$ cat config.mk
export PLATFORM = sky130hd
export DESIGN_NAME = turf_udp_rdwr_exec
export DESIGN_NICKNAME = d
export VERILOG_FILES = /design/src/rtl/turf_udp_rdwr_exec.sv
export SDC_FILE = /design/constraint.sdc
export NUM_CORES = 1
export LEC_CHECK = 0
export CAP_MARGIN = 40
export CORE_UTILIZATION = 40
export CTS_CLUSTER_DIAMETER = 60
export DETAILED_ROUTE_END_ITERATION = 10
export PLACE_DENSITY = 0.8
export SKIP_LAST_GASP = 1
export SYNTH_ARGS = -nofsm -noshare
export SYNTH_HDL_FRONTEND = slang
export SYNTH_SLANG_ARGS = --single-unit
$ cat constraint.sdc
create_clock -name aclk -period 1.5 [get_ports aclk]
set_input_delay 0.3 -clock aclk [delete_from_list [all_inputs] [get_ports aclk]]
set_output_delay 0.3 -clock aclk [all_outputs]
set_load 0.05 [all_outputs]
$ cat src/rtl/turf_udp_rdwr_exec.sv
// Executes buffered UDP read/write packets as 32-bit register accesses on the en/wr/ack bus.
// Emits one response header per packet and one response payload word per input payload word.
module turf_udp_rdwr_exec #(
    parameter int          TIMEOUT  = 255,
    parameter logic [31:0] ERR_DATA = 32'hFFFFFFFF
) (
    input  logic        aclk,
    input  logic        aresetn,
    input  logic [63:0] s_axis_tdata,
    input  logic        s_axis_tvalid,
    output logic        s_axis_tready,
    input  logic [3:0]  s_axis_tuser,
    input  logic        s_axis_tlast,
    output logic [63:0] m_hdr_tdata,
    output logic        m_hdr_tvalid,
    input  logic        m_hdr_tready,
    output logic        m_hdr_tuser,
    output logic [63:0] m_payload_tdata,
    output logic        m_payload_tvalid,
    input  logic        m_payload_tready,
    output logic [7:0]  m_payload_tkeep,
    output logic        m_payload_tlast,
    output logic        en_o,
    output logic        wr_o,
    input  logic        ack_i,
    output logic [27:0] adr_o,
    input  logic [31:0] dat_i,
    output logic [31:0] dat_o
);

    localparam int CW = $clog2(TIMEOUT + 1);

    // Handshake: a word moves on any channel only in a cycle where valid and ready are both high;
    // a producer holds valid and data unchanged until that cycle.
    typedef enum logic [2:0] {IDLE, HDR, FETCH, ACCESS, RESP, DRAIN} state_t;

    state_t        state;
    logic          read_flag;
    logic [31:0]   addr_word;
    logic [31:0]   resp_data;
    logic [CW-1:0] cnt;
    logic          accept;

    assign accept          = s_axis_tvalid && s_axis_tready;
    assign m_hdr_tuser     = read_flag;
    assign m_payload_tdata = {addr_word, resp_data};
    assign m_payload_tkeep = 8'hFF;

    always_ff @(posedge aclk) begin
        if (!aresetn) begin
            state            <= IDLE;
            s_axis_tready    <= 1'b0;
            m_hdr_tdata      <= '0;
            m_hdr_tvalid     <= 1'b0;
            read_flag        <= 1'b0;
            m_payload_tvalid <= 1'b0;
            m_payload_tlast  <= 1'b0;
            addr_word        <= '0;
            resp_data        <= '0;
            en_o             <= 1'b0;
            wr_o             <= 1'b0;
            adr_o            <= '0;
            dat_o            <= '0;
            cnt              <= '0;
        end else begin
            case (state)
                IDLE: begin
                    s_axis_tready <= 1'b1;
                    if (accept && !s_axis_tlast) begin
                        if (s_axis_tuser[1]) begin
                            m_hdr_tdata   <= s_axis_tdata;
                            read_flag     <= s_axis_tuser[0];
                            m_hdr_tvalid  <= 1'b1;
                            s_axis_tready <= 1'b0;
                            state         <= HDR;
                        end else begin
                            state <= DRAIN;
                        end
                    end
                end
                DRAIN: begin
                    if (accept && s_axis_tlast) begin
                        state <= IDLE;
                    end
                end
                HDR: begin
                    if (m_hdr_tready) begin
                        m_hdr_tvalid  <= 1'b0;
                        s_axis_tready <= 1'b1;
                        state         <= FETCH;
                    end
                end
                FETCH: begin
                    if (accept) begin
                        addr_word       <= s_axis_tdata[63:32];
                        m_payload_tlast <= s_axis_tlast;
                        s_axis_tready   <= 1'b0;
                        // Only a full 64-bit payload word (both halves valid) becomes a bus access.
                        if (s_axis_tuser[3:2] == 2'b11 && !s_axis_tuser[1]) begin
                            en_o  <= 1'b1;
                            wr_o  <= !read_flag;
                            adr_o <= s_axis_tdata[59:32];
                            dat_o <= s_axis_tdata[31:0];
                            cnt   <= '0;
                            state <= ACCESS;
                        end else begin
                            resp_data        <= '0;
                            m_payload_tvalid <= 1'b1;
                            state            <= RESP;
                        end
                    end
                end
                ACCESS: begin
                    if (en_o && ack_i) begin
                        resp_data        <= wr_o ? dat_o : dat_i;
                        en_o             <= 1'b0;
                        m_payload_tvalid <= 1'b1;
                        state            <= RESP;
                    end else if (cnt == CW'(TIMEOUT - 1)) begin
                        resp_data        <= wr_o ? dat_o : ERR_DATA;
                        en_o             <= 1'b0;
                        m_payload_tvalid <= 1'b1;
                        state            <= RESP;
                    end else begin
                        cnt <= cnt + 1'b1;
                    end
                end
                RESP: begin
                    if (m_payload_tready) begin
                        m_payload_tvalid <= 1'b0;
                        s_axis_tready    <= 1'b1;
                        state            <= m_payload_tlast ? IDLE : FETCH;
                    end
                end
                default: begin
                    state <= IDLE;
                end
            endcase
        end
    end

endmodule
==> run metrics <==
outcome=finished, violations left; failing checks=negative setup slack; WL final=34900 um; Seq cells post-synth=206; Max stage delay on crit path=0.38 ns; DPL Wire Length=20500 um; Antenna Nets Post-Route=0; CP Capture Type=register; crit path from=state[0]$_SDFFE_PN0P_; detail-routed via count per cell=5.45; CP Cell Sequence=and4bb_4 > nand2_4 > nor2_4 > buf_12 > buf_12 > clkbuf_16 > nand2_1 > a21boi_0; CP dominant cell by count=buf_12; Layout area overhead=98.6%; Yosys warnings=0; H-tree depth=1; Setup Skew=0.0135 ns; Max-cap violations=0; die height=145 um; Initial Utilization=40.7%; CTS Buffer Depth=3; sequential share of the synthesized area=50.1%; clock slew at reported path FFs=0.06 ns; total global-route track usage=27.5%; post-detailed-route wirelength per cell=21.9 um; Root Driver=clkbuf_16; core area=0.0202 sq mm; first-pass GRT wire length=46100 um; CP max FO=5; DRC Markers=0; num rows=52; HP Class=in2reg; Pwr Density=871 mW/mm^2; CTS tree=built; min cycle time layout=1.75 ns; Skew-Pair Late Insertion Delay=0.50 ns; Fillers=1058; LEAKAGE=0.00604 uW; hold_sp=s_axis_tuser[0]; pre-CTS WS=-0.570 ns; WS Path Type=reg2reg; Avg Inst Size Synth=8.55 sq um; initial antenna violation count=0; worst setup margin=-0.251 ns; CP max stage cell=and4bb_4; GR Overflow Total=0; Fmax=571 MHz; Critical R2R Launch=state[0]$_SDFFE_PN0P_; Final Net Count=1420; DRT Pass-1 Iters=5; hold_ws=0.359 ns; ANT cells=0; clk sinks=206; Setup violations, final=162; DR vias=8676; Post-Syn Instances=963; number of top-level pins=310; Tcrit/Tclk final=117%; synthesized area=0.00824 sq mm; DR iter-0 viols=506; Port Buffers=301; Die ar.=0.0212 sq mm; CP required=1.90 ns; cts bufs inserted=23; vias in the first global route=8298; Die W=145 um; max-slew violation count=0; cts-stage hold buffer count=0; final hold vios=0; fraction of layout cells with a size suffix above 1=40.2%; Distinct cells, synth=40; r2r setup slk=-0.25 ns; Worst EP arrival=2.15 ns; CP startpoint kind=register; largest net degree at the start of global routing=52; gpl congestion=0.864; RSZ-0062 raised after global routing=yes; maximum vdd drop=0.00112 V
-- critical path, delay by kind of cell (launching register included) --
kind | cells | cell delay (ns)
buf+inv | 3 | 0.43
flops | 1 | 0.33
simple gates | 4 | 0.69
compound gates | 1 | 0.21
-- metrics by stage --
| step | power [uW] | utilization, % | TNS (ns) | std cells | area (sq um) |
|---|---|---|---|---|---|
| final | 14200 | 80.8 | -14.10 | 1592 | 16400 |
| after global routing | 14600 | 80.8 | -23.09 | 1592 | 16400 |
| after floorplan | 6910 | - | -0.262 | 970 | 8370 |
| after CTS | 13900 | 74.6 | -11.57 | 1568 | 15100 |
| after global placement | 8050 | 68.5 | -73.64 | 1516 | 13900 |
| after detailed placement | 8100 | 68.5 | -83.12 | 1516 | 13900 |
-- cells by family after synthesis --
logic type | after synthesis | share of synthesized area, %
multiplexers | 5 | 0.608
adder cells (fa/ha/maj) | 2 | 0.304
other | 1 | 0.0455
buffers and inverters | 90 | 5.62
XOR/XNOR | 1 | 0.106
AND/OR/NAND/NOR | 404 | 20.1
flip-flops | 206 | 50.1
AO/OA/AOI/OAI | 254 | 23.1
-- metal layers --
layer / GRT usage [%] / wire (um) / part of all wire (%) / vias up
li1: - / - / - / 3934
met1: 31.5 / 13100 / 37 / 4248
met2: 48.6 / 17600 / 50 / 399
met3: 7.71 / 2720 / 7.8 / 95
met4: 10.2 / 1500 / 4.3 / 0
met5: 0 / 0 / 0 / -
-- area by class of cell --
cell class / instances / area (sq um) / area share, %
clock buffer: 32 / 681 / 4.16
clock inverter: 4 / 73.8 / 0.451
timing repair buffer: 399 / 6460 / 39.5
tap: 270 / 338 / 2.07
inverter: 7 / 26.3 / 0.161
sequential: 206 / 4140 / 25.3
multi-input combinational: 674 / 4640 / 28.4
-- synth_stat cells, drive strengths merged --
master	number	share of area, %
a21boi	160	15
a21oi	11	0.67
a2bb2oi	1	0.11
and2	3	0.23
and3b	2	0.23
and4	2	0.21
and4bb	1	0.15
buf	46	3.6
clkbuf	37	1.7
conb	1	0.046
dfxtp	206	50
ha	2	0.30
inv	7	0.32
mux2i	5	0.61
nand2	330	15
nand2b	1	0.076
nand3	38	2.3
nand3b	1	0.091
nand4	6	0.46
nor2	10	0.52
nor2b	5	0.38
nor4	1	0.076
o2111ai	1	0.11
o211ai	2	0.24
o21ai	11	0.67
o21bai	1	0.091
o22ai	32	2.4
o2bb2ai	1	0.11
o31ai	34	4.1
or3	4	0.30
xnor2	1	0.11
-- state kept, by name, summed over array words and instances (netlist names), 3 cells and up --
| register | count |
|---|---|
| addr_word | 32 |
| adr_o | 28 |
| cnt | 8 |
| dat_o | 32 |
| m_hdr_tdata | 64 |
| resp_data | 32 |
| state | 3 |
-- report_power, final --
group          total [uW]  switching, uW  internal [uW]
logic                2760           1430           1330
clock network        5700           2220           3480
registers            5780            160           5620
-- worst paths after layout --
path / end / depth (start not counted)
worst max register to register: dat_o[19]$_SDFFE_PN0P_ / 8
worst min register to register: cnt[7]$_SDFFE_PN0P_ / 1
worst min-delay path: m_hdr_tuser$_SDFFE_PN0P_ / 3
worst max-delay path: dat_o[19]$_SDFFE_PN0P_ / 8
-- layout by cell type, fill, tap and decap left out, types with 4 or more instances in the layout --
cell type | synthesis | layout
a21boi_0 | 130 | 46
o31ai_2 | 17 | 21
conb_1 | 1 | 8
nor2b_1 | 5 | 5
a21boi_1 | 30 | 67
clkdlybuf4s50_1 | 0 | 105
buf_4 | 13 | 35
nand2_2 | 1 | 28
buf_12 | 0 | 221
nor2_4 | 0 | 4
a21boi_2 | 0 | 47
mux2i_1 | 5 | 5
dfxtp_2 | 0 | 7
o22ai_1 | 32 | 32
clkbuf_16 | 0 | 38
dfxtp_1 | 206 | 198
nand3_2 | 0 | 23
inv_1 | 7 | 6
nand4_1 | 6 | 6
nand2_1 | 329 | 256
clkbuf_8 | 0 | 5
buf_8 | 0 | 5
buf_16 | 0 | 5
o31ai_4 | 0 | 10
buf_6 | 6 | 14
nor2_1 | 8 | 5
nand2_4 | 0 | 46
a21oi_2 | 0 | 4
o21ai_0 | 11 | 10
a21oi_1 | 11 | 7
nand3_1 | 38 | 14
-- repair_timing --
item	CTS	global route
pin swaps	9	105
gates resized for setup	80	264
setup buffers	10	11
setup endpoints to repair	111	199
gates cloned	6	17
No activity file was read; power rests on OpenSTA's default activity.
